### config.mk
export PLATFORM = sky130hd
export DESIGN_NAME = escritor_quadro_flat
export DESIGN_NICKNAME = d
export VERILOG_FILES = /design/src/rtl/escritor_quadro_if.sv /design/src/rtl/escritor_quadro.sv /design/src/flat_wrapper.sv
export SDC_FILE = /design/constraint.sdc
export NUM_CORES = 1
export LEC_CHECK = 0
export BUFFER_PORTS_ARGS = -buffer_cell sky130_fd_sc_hd__buf_2
export CORE_UTILIZATION = 59
export CTS_CLUSTER_DIAMETER = 30
export CTS_CLUSTER_SIZE = 24
export DETAILED_ROUTE_END_ITERATION = 16
export PLACE_DENSITY = 0.83
export SYNTH_ARGS = -nofsm -noshare
export SYNTH_HDL_FRONTEND = slang
export SYNTH_SLANG_ARGS = --single-unit
### constraint.sdc
create_clock -name clock -period 3.55 [get_ports clock]
set_clock_uncertainty 0.1 [all_clocks]
set_input_delay 0 -clock clock [delete_from_list [all_inputs] [get_ports clock]]
set_output_delay 0 -clock clock [all_outputs]
set_load 0.005 [all_outputs]
### src/rtl/escritor_quadro_if.sv
// Pixel-stream and frame-buffer write bus of the frame writer.
//   pix_valid / pix_data / pix_ready : upstream pixel handshake
//   mem_busy                         : memory back-pressure
//   mem_wr_en / mem_addr / mem_data  : registered frame-buffer write
// master = pixel source and memory side, slave = the frame writer.
interface escritor_quadro_if #(
    parameter int DATA_W = 8,
    parameter int ADDR_W = 17
);
    logic              pix_valid;
    logic [DATA_W-1:0] pix_data;
    logic              pix_ready;
    logic              mem_busy;
    logic              mem_wr_en;
    logic [ADDR_W-1:0] mem_addr;
    logic [DATA_W-1:0] mem_data;

    modport master (
        output pix_valid, pix_data, mem_busy,
        input  pix_ready, mem_wr_en, mem_addr, mem_data
    );

    modport slave (
        input  pix_valid, pix_data, mem_busy,
        output pix_ready, mem_wr_en, mem_addr, mem_data
    );
endinterface

### src/rtl/escritor_quadro.sv
// Frame writer: accepts row-major scaled pixels and writes each one to the
// frame buffer at base + linear index, one cycle after the accept.
//   clock, reset         : rising-edge clock, synchronous active-high reset
//   start, config_mudou  : begin a frame / abort the current frame
//   largura_max, altura_max, base_addr : frame geometry, latched at start
//   bus (slave)          : pixel handshake and frame-buffer write port
//   cont_coluna, cont_linha : position of the next pixel to be accepted
//   ocupado              : frame in progress
//   done                 : pulses with the write of the last pixel
//   erro_config          : pulses after a start with a zero dimension
module escritor_quadro #(
    parameter int DATA_W = 8,
    parameter int DIM_W  = 10,
    parameter int ADDR_W = 17
) (
    input  logic                     clock,
    input  logic                     reset,
    input  logic                     start,
    input  logic                     config_mudou,
    input  logic [DIM_W-1:0]         largura_max,
    input  logic [DIM_W-1:0]         altura_max,
    input  logic [ADDR_W-1:0]        base_addr,
    escritor_quadro_if.slave         bus,
    output logic [DIM_W-1:0]         cont_coluna,
    output logic [DIM_W-1:0]         cont_linha,
    output logic                     ocupado,
    output logic                     done,
    output logic                     erro_config
);
    typedef enum logic {OCIOSO = 1'b0, ESCREVENDO = 1'b1} estado_t;

    estado_t           estado_q, estado_d;
    logic [DIM_W-1:0]  larg_q, larg_d, alt_q, alt_d;
    logic [DIM_W-1:0]  col_q, col_d, lin_q, lin_d;
    // Running address starts at the latched base and steps by one per
    // accepted pixel, so no row * width multiply is ever needed.
    logic [ADDR_W-1:0] addr_q, addr_d;
    logic [ADDR_W-1:0] wr_addr_q, wr_addr_d;
    logic [DATA_W-1:0] wr_data_q, wr_data_d;
    logic              wr_en_q, wr_en_d;
    logic              done_q, done_d;
    logic              erro_q, erro_d;
    logic              pix_ready_c;

    always_comb begin
        estado_d    = estado_q;
        larg_d      = larg_q;
        alt_d       = alt_q;
        col_d       = col_q;
        lin_d       = lin_q;
        addr_d      = addr_q;
        wr_addr_d   = wr_addr_q;
        wr_data_d   = wr_data_q;
        wr_en_d     = 1'b0;
        done_d      = 1'b0;
        erro_d      = 1'b0;
        pix_ready_c = 1'b0;

        case (estado_q)
            OCIOSO: begin
                if (config_mudou) begin
                    col_d  = '0;
                    lin_d  = '0;
                    addr_d = '0;
                end else if (start) begin
                    if (largura_max != '0 && altura_max != '0) begin
                        larg_d   = largura_max;
                        alt_d    = altura_max;
                        addr_d   = base_addr;
                        col_d    = '0;
                        lin_d    = '0;
                        estado_d = ESCREVENDO;
                    end else begin
                        erro_d = 1'b1;
                    end
                end
            end
            ESCREVENDO: begin
                if (config_mudou) begin
                    // Abort: the pixel offered now is refused; a write
                    // registered last cycle still goes out (wr_en_q).
                    estado_d = OCIOSO;
                    col_d    = '0;
                    lin_d    = '0;
                    addr_d   = '0;
                end else begin
                    pix_ready_c = !bus.mem_busy;
                    if (bus.pix_valid && pix_ready_c) begin
                        wr_en_d   = 1'b1;
                        wr_addr_d = addr_q;
                        wr_data_d = bus.pix_data;
                        addr_d    = addr_q + 1'b1;
                        if (col_q == DIM_W'(larg_q - 1'b1)) begin
                            col_d = '0;
                            if (lin_q == DIM_W'(alt_q - 1'b1)) begin
                                lin_d    = '0;
                                estado_d = OCIOSO;
                                done_d   = 1'b1;
                            end else begin
                                lin_d = lin_q + 1'b1;
                            end
                        end else begin
                            col_d = col_q + 1'b1;
                        end
                    end
                end
            end
            default: estado_d = OCIOSO;
        endcase
    end

    always_ff @(posedge clock) begin
        if (reset) begin
            estado_q  <= OCIOSO;
            larg_q    <= '0;
            alt_q     <= '0;
            col_q     <= '0;
            lin_q     <= '0;
            addr_q    <= '0;
            wr_addr_q <= '0;
            wr_data_q <= '0;
            wr_en_q   <= 1'b0;
            done_q    <= 1'b0;
            erro_q    <= 1'b0;
        end else begin
            estado_q  <= estado_d;
            larg_q    <= larg_d;
            alt_q     <= alt_d;
            col_q     <= col_d;
            lin_q     <= lin_d;
            addr_q    <= addr_d;
            wr_addr_q <= wr_addr_d;
            wr_data_q <= wr_data_d;
            wr_en_q   <= wr_en_d;
            done_q    <= done_d;
            erro_q    <= erro_d;
        end
    end

    assign bus.pix_ready = pix_ready_c;
    assign bus.mem_wr_en = wr_en_q;
    assign bus.mem_addr  = wr_addr_q;
    assign bus.mem_data  = wr_data_q;
    assign cont_coluna   = col_q;
    assign cont_linha    = lin_q;
    assign ocupado       = (estado_q == ESCREVENDO);
    assign done          = done_q;
    assign erro_config   = erro_q;
endmodule

### src/flat_wrapper.sv
// flat-port wrapper written by rule: the top's interface ports become plain ports
module escritor_quadro_flat 
#(
    parameter int DATA_W = 8,
    parameter int DIM_W  = 10,
    parameter int ADDR_W = 17
)
  (clock, reset, start, config_mudou, largura_max, altura_max, base_addr, cont_coluna, cont_linha, ocupado, done, erro_config, bus_pix_valid, bus_pix_data, bus_mem_busy, bus_pix_ready, bus_mem_wr_en, bus_mem_addr, bus_mem_data);
  escritor_quadro_if #(.DATA_W(DATA_W), .ADDR_W(ADDR_W)) bus_i ();
  input  logic clock;
  input  logic reset;
  input  logic start;
  input  logic config_mudou;
  input  logic [DIM_W-1:0] largura_max;
  input  logic [DIM_W-1:0] altura_max;
  input  logic [ADDR_W-1:0] base_addr;
  output logic [DIM_W-1:0] cont_coluna;
  output logic [DIM_W-1:0] cont_linha;
  output logic ocupado;
  output logic done;
  output logic erro_config;
  input wire logic [$bits(bus_i.pix_valid)-1:0] bus_pix_valid;
  input wire logic [$bits(bus_i.pix_data)-1:0] bus_pix_data;
  input wire logic [$bits(bus_i.mem_busy)-1:0] bus_mem_busy;
  output wire logic [$bits(bus_i.pix_ready)-1:0] bus_pix_ready;
  output wire logic [$bits(bus_i.mem_wr_en)-1:0] bus_mem_wr_en;
  output wire logic [$bits(bus_i.mem_addr)-1:0] bus_mem_addr;
  output wire logic [$bits(bus_i.mem_data)-1:0] bus_mem_data;
  assign bus_i.pix_valid = bus_pix_valid;
  assign bus_i.pix_data = bus_pix_data;
  assign bus_i.mem_busy = bus_mem_busy;
  assign bus_pix_ready = bus_i.pix_ready;
  assign bus_mem_wr_en = bus_i.mem_wr_en;
  assign bus_mem_addr = bus_i.mem_addr;
  assign bus_mem_data = bus_i.mem_data;
  escritor_quadro #(.DATA_W(DATA_W), .DIM_W(DIM_W), .ADDR_W(ADDR_W)) u_core (.clock(clock), .reset(reset), .start(start), .config_mudou(config_mudou), .largura_max(largura_max), .altura_max(altura_max), .base_addr(base_addr), .bus(bus_i), .cont_coluna(cont_coluna), .cont_linha(cont_linha), .ocupado(ocupado), .done(done), .erro_config(erro_config));
endmodule
======== After elaboration in Yosys (flattened, before gate mapping) ========
Cells that the tools add are included.
storage, ports and cells
  register bits ........................... 86
  output and inout bits ................... 50
operators by class
  add/sub/neg operators ................... 5
  equality and inequality tests ........... 6
  mux-type cells .......................... 31
  bitwise gates (word level) .............. 5
  reductions and logical operators ........ 12
operators with widths
  kind                   count
  $mux 10                10
  $mux 17                5
  $pmux 10 s2            2
  $pmux 17 s2            1
  $add 10x1->10 const B  2
  $eq 10x10->1           2
  $reduce_bool 10->1     2
  $sub 10x1->10 const B  2
  $add 17x1->17 const B  1
  $mux 1                 12
  $ne 3x3->1 const B     3
  $reduce_and 4->1       2
  $reduce_and 3->1       2
  $not 1->1              5
  $reduce_or 5->1        1
  $reduce_or 4->1        1
  $ne 3x2->1 const B     1
  $reduce_or 3->1        1
  $logic_and 1x1->1      2
  $pmux 1 s2             1
  $logic_not 1->1        1

======== Longest topological paths before layout ========
  depth after elaboration ................. 7
  mapped depth ............................ 12
  gate-level depth less buffers ........... 9

======== Worst setup path before layout ========
OpenSTA, ideal clock, no wires.
  path kind ............................... reg2reg
  from .................................... reg u_core.larg_q[0]
  to ...................................... reg u_core.col_q[0], in the netlist u_core.cont_coluna[0]
  arrival time ............................ 2.122 ns
  required time ........................... 3.335 ns
  setup slack ............................. 1.213 ns
  cell stages (with the launch flop) ...... 13
  path buffers ............................ 3
  clock period less this slack ............ 2.337 ns
  cell sequence ........................... dfxtp_1 > inv_1 > ha_1 > clkbuf_2 > o21ba_1 > a221oi_1 > a41o_1 > nand4_1 > o31a_1 > buf_6 > o21ai_4 > buf_8 > nor2_2
on the way
  cells in the longest elaborated chain, start to end .. 6
RTL lines
  element                   RTL line                source
  start: declaration        escritor_quadro.sv:33   logic [DIM_W-1:0] larg_q, larg_d, alt_q, alt_d;
  start signal: assignment  escritor_quadro.sv:127  larg_q <= larg_d;
  $sub 10x1->10             escritor_quadro.sv:93   if (col_q == DIM_W'(larg_q - 1'b1)) begin
  $eq 10x10->1              escritor_quadro.sv:93
  $mux 10                   escritor_quadro.sv:93
  $mux 10                   escritor_quadro.sv:88   if (bus.pix_valid && pix_ready_c) begin
  $mux 10                   escritor_quadro.sv:79   if (config_mudou) begin
  $pmux 10 s2               escritor_quadro.sv:59   case (estado_q)
  end signal: assignment    escritor_quadro.sv:129  col_q <= col_d;
  end: declaration          escritor_quadro.sv:34   logic [DIM_W-1:0] col_q, col_d, lin_q, lin_d;
No other way between the ends. The select of a mux whose other input is x is not followed.
A chain may end at the register's enable or synchronous reset.

======== Worst setup path after layout ========
  from .................................... reg u_core.larg_q[0]
  to ...................................... reg u_core.lin_q[1], in the netlist u_core.cont_linha[1]
on the way
  cells in the longest elaborated chain, start to end .. 4
RTL lines
  element                            RTL line                source
  $sub 10x1->10                      escritor_quadro.sv:93
  $eq 10x10->1                       escritor_quadro.sv:93
  $ne 3x3->1 (no source line)        n/a
  $reduce_and 4->1 (no source line)  n/a
  end signal: assignment             escritor_quadro.sv:130  lin_q <= lin_d;
  end: declaration                   escritor_quadro.sv:34
No other way between the ends.

==> impl_metrics.csv <==
group,metric,value,unit
finish,final_cell_mix,"buf_2 (100), dfxtp_1 (86), nand2_1 (79)",
pwr,cellPowerDensity,364.3,nW/um^2
timing,holdWs,0.005677,ns
placed_design,hpwl,8266,um
yosys,synth_nets,609,
yosys,synth.avg_cell_area,8.177,sq um
cts,cts_made_buffers,9,
pwr,switchingPower,591.6,uW
route,ant_nets,0,
grt,gr-total-overflow,0,
grt,grt_pass1_wl,20100,um
pwr,seqPwrFrac,48.9,%
yosys,synth_top_family_by_area,"simple AND/OR/NAND/NOR gates",
route,detail_route.first_pass.iterations,4,
yosys,synth_warnings,0,
worst_hold_path,min-delay-start,"reset",
route,drc_errors,0,
timing,min_period,2.760,ns
floorplan,die-area,8018,sq um
worst_hold_path,hold_class,"in -> reg",
critical_path,r2r-end,"u_core.cont_linha[1]",
pwr,internal_power,1494,uW
timing,fin_crit_sh,77.76,%
yosys,yosys.area_share.simple,26.20,%
pwr,power_frac_comb,15.4,%
finish,nets,742,
yosys,synth_enable_flop_cells,0,
pwr,clock_power_share,35.7,%
critical_path,worst_setup_path_end_kind,"flop",
timing,setup_violations,0,
route,drt_iter0_drc,354,
placed_design,portBuffers,100,
job,drv_cap,0,
yosys,synth-xor-area-share,6.558,%
timing,hold_violations,0,
timing,finalMaxSlewViolations,0,
floorplan,die_h,89.55,um
critical_path,r2r_start,"u_core.larg_q[0]",
timing,tightest_slew,0.9122,ns
critical_path,worstPathArrival,2.91,ns
finish,stdcell_count,790,
cts,clock_latency,0.37,ns
pwr,p_leak,0.002431,uW
yosys,ys_seq_area_share,38.07,%
finish,syn2layout_area_growth,26.65,%
cts,post_cts_buffers,0,
finish,n_antenna_cell,0,
critical_path,required,3.70,ns
floorplan,initial_core_util,61.68,%
timing,maxClockFrequency,0.3623,GHz
placed_design,dp.cells,728,
grt,first_global_vias,4147,
grt,grt_max_degree,35,
pwr,p_sw_share,28.36,%
cts,cts_tree,"built",
yosys,synth-main-ff-cell,"dfxtp_1",
timing,slew_headroom,38.96,%
run_status,status,"finished clean",
yosys,synth.mux.area_fraction,5.313,%
route,vias_per_cell,5.927,
yosys,netlist_area,4522,sq um
finish,drive_gt1_share,21.13,%
route,routed_wl,12970,um
yosys,ys_ff_latch,86,
critical_path,ff2ff_path_depth,9,
critical_path,cp_max_fo,12,
grt,grt_use_total,32.98,%
grt,antenna_found_initial,0,
cts,ctsResizeCount,0,
cts,cts_hold_buf,46,
cts,clkSlewWorstSetupHoldPaths,0.10,ns
floorplan,row_count,31,
pwr,ir_worst_vdd,0.0001903,V
cts,cts_root_buffer,"clkbuf_8",
cts,cts.sinks,86,
cts,ctsLongestPathBuffers,2,
yosys,synth_adder_area_share,1.384,%
timing,rsz0062_at_grt,"no",
worst_hold_path,whs_path_depth,2,
finish,post-route-util,78.12,%
timing,finalSetupTns,0,ns
critical_path,crit_type,"reg -> reg",
worst_hold_path,min_to,"u_core.addr_q[2]",
yosys,synth_compound_area_share,17.76,%
yosys,ys_types,64,
route,vias,4682,
finish,n_fill_cell,481,
floorplan,ios,101,
floorplan,die_w,89.55,um
placed_design,routabilityCongestion,0.9318,
yosys,syn_inst,553,
finish,layout_commonest_cell,"buf_2",
route,post_drt_wl_per_cell,16.42,um
cts,cts_max_level,3,
yosys,synthArstFlopShare,0,%
critical_path,worstSetupStartpointType,"flop",
critical_path,reg2reg_slack,0.79,ns
floorplan,core_region_area,7331,sq um
==> worst max-delay path, cell delays in order, from the launching register on <==
cell	delay (ns)
dfxtp_1	0.41
inv_1	0.07
ha_1	0.30
o21ba_1	0.21
a221oi_1	0.30
a41o_1	0.13
nand4_1	0.09
o31a_1	0.41
o21ai_4	0.46
o22ai_1	0.16
==> per-stage QoR <==
step	total power [uW]	instance area [sq um]	setup slack [ns]
4_1_cts	2063	5727	0.7953
3_3_place_gp	1300	5061	0.9517
5_1_grt	2144	5727	0.5963
2_1_floorplan	1232	4522	1.213
6_report	2086	5727	0.7896
3_5_place_dp	1311	5061	0.8002
==> cell families (layout without fill, tap and decap cells) <==
group                      Yosys count  count (layout)
adders and majority gates            5               5
DFF                                 86              86
buffers and inverters               49             187
muxes                               24              24
AOI/OAI and AO/OA                  120             120
and+or+nand+nor                    236             236
xor gates and xnor gates            33              33
==> routing by layer <==
metal	vias to the layer above	part of all wire (%)	track usage (%)
li1	2231	-	-
met3	29	6.5	4.432
met2	220	48	53.86
met4	0	2.2	14.00
met5	-	0	0
met1	2202	43	43.76
==> power groups by stage <==
stage,clock network (uW),registers [uW],logic [uW]
3_3_place_gp,0,1040,260
3_5_place_dp,0,1040,270
4_1_cts,733,1020,311
2_1_floorplan,0,1030,200
5_1_grt,773,1020,347
6_report,745,1020,320
==> cell usage after synthesis (5+ instances only) <==
| cell | instances | area (sq um) |
|---|---|---|
| dfxtp_1 | 86 | 1722 |
| nand2_1 | 79 | 296.5 |
| nor2_1 | 56 | 210.2 |
| a21oi_1 | 41 | 205.2 |
| mux2i_1 | 24 | 240.2 |
| clkbuf_1 | 22 | 82.58 |
| o21ai_0 | 17 | 85.08 |
| and3_1 | 16 | 100.1 |
| inv_1 | 16 | 60.06 |
| nor3_1 | 16 | 80.08 |
| xnor2_1 | 16 | 140.1 |
| xor2_1 | 16 | 140.1 |
| nand3_1 | 13 | 65.06 |
| a211oi_1 | 12 | 90.09 |
| nand4_1 | 9 | 56.30 |
| nor2_2 | 9 | 56.30 |
| nand4b_1 | 8 | 70.07 |
| nor4_1 | 8 | 50.05 |
| o21ai_1 | 7 | 35.03 |
| buf_2 | 6 | 30.03 |
| nor2b_1 | 6 | 37.54 |
| ha_1 | 5 | 62.56 |
==> worst max path at each step <==
stage | start | to | depth (start not counted)
after floorplan | u_core.larg_q[0] | u_core.cont_coluna[0] | 12
after global placement | u_core.larg_q[0] | u_core.cont_linha[1] | 9
after detailed placement | u_core.larg_q[0] | u_core.cont_linha[1] | 9
after CTS | u_core.larg_q[0] | u_core.cont_linha[1] | 9
after global routing | u_core.larg_q[0] | u_core.cont_linha[1] | 9
final | u_core.larg_q[0] | u_core.cont_linha[1] | 9
==> layout make-up <==
cell class | instances | area [sq um] | share of cell area, %
clock inverters | 5 | 63.81 | 1.114
flip-flops and latches | 86 | 1722 | 30.06
clock buffers | 11 | 141.4 | 2.469
well taps | 99 | 123.9 | 2.163
inverters | 16 | 60.06 | 1.049
repair buffers | 155 | 1028 | 17.96
multi-input cells | 418 | 2587 | 45.18
==> state kept, by name, indices dropped and copies added (netlist names) <==
signal	count
u_core.cont_linha	10
u_core.done	1
u_core.addr_q	17
u_core.larg_q	10
u_core.bus.mem_addr	17
u_core.erro_config	1
u_core.bus.mem_wr_en	1
u_core.cont_coluna	10
u_core.ocupado	1
u_core.bus.mem_data	8
u_core.alt_q	10
(Power assumes the default switching activity.)
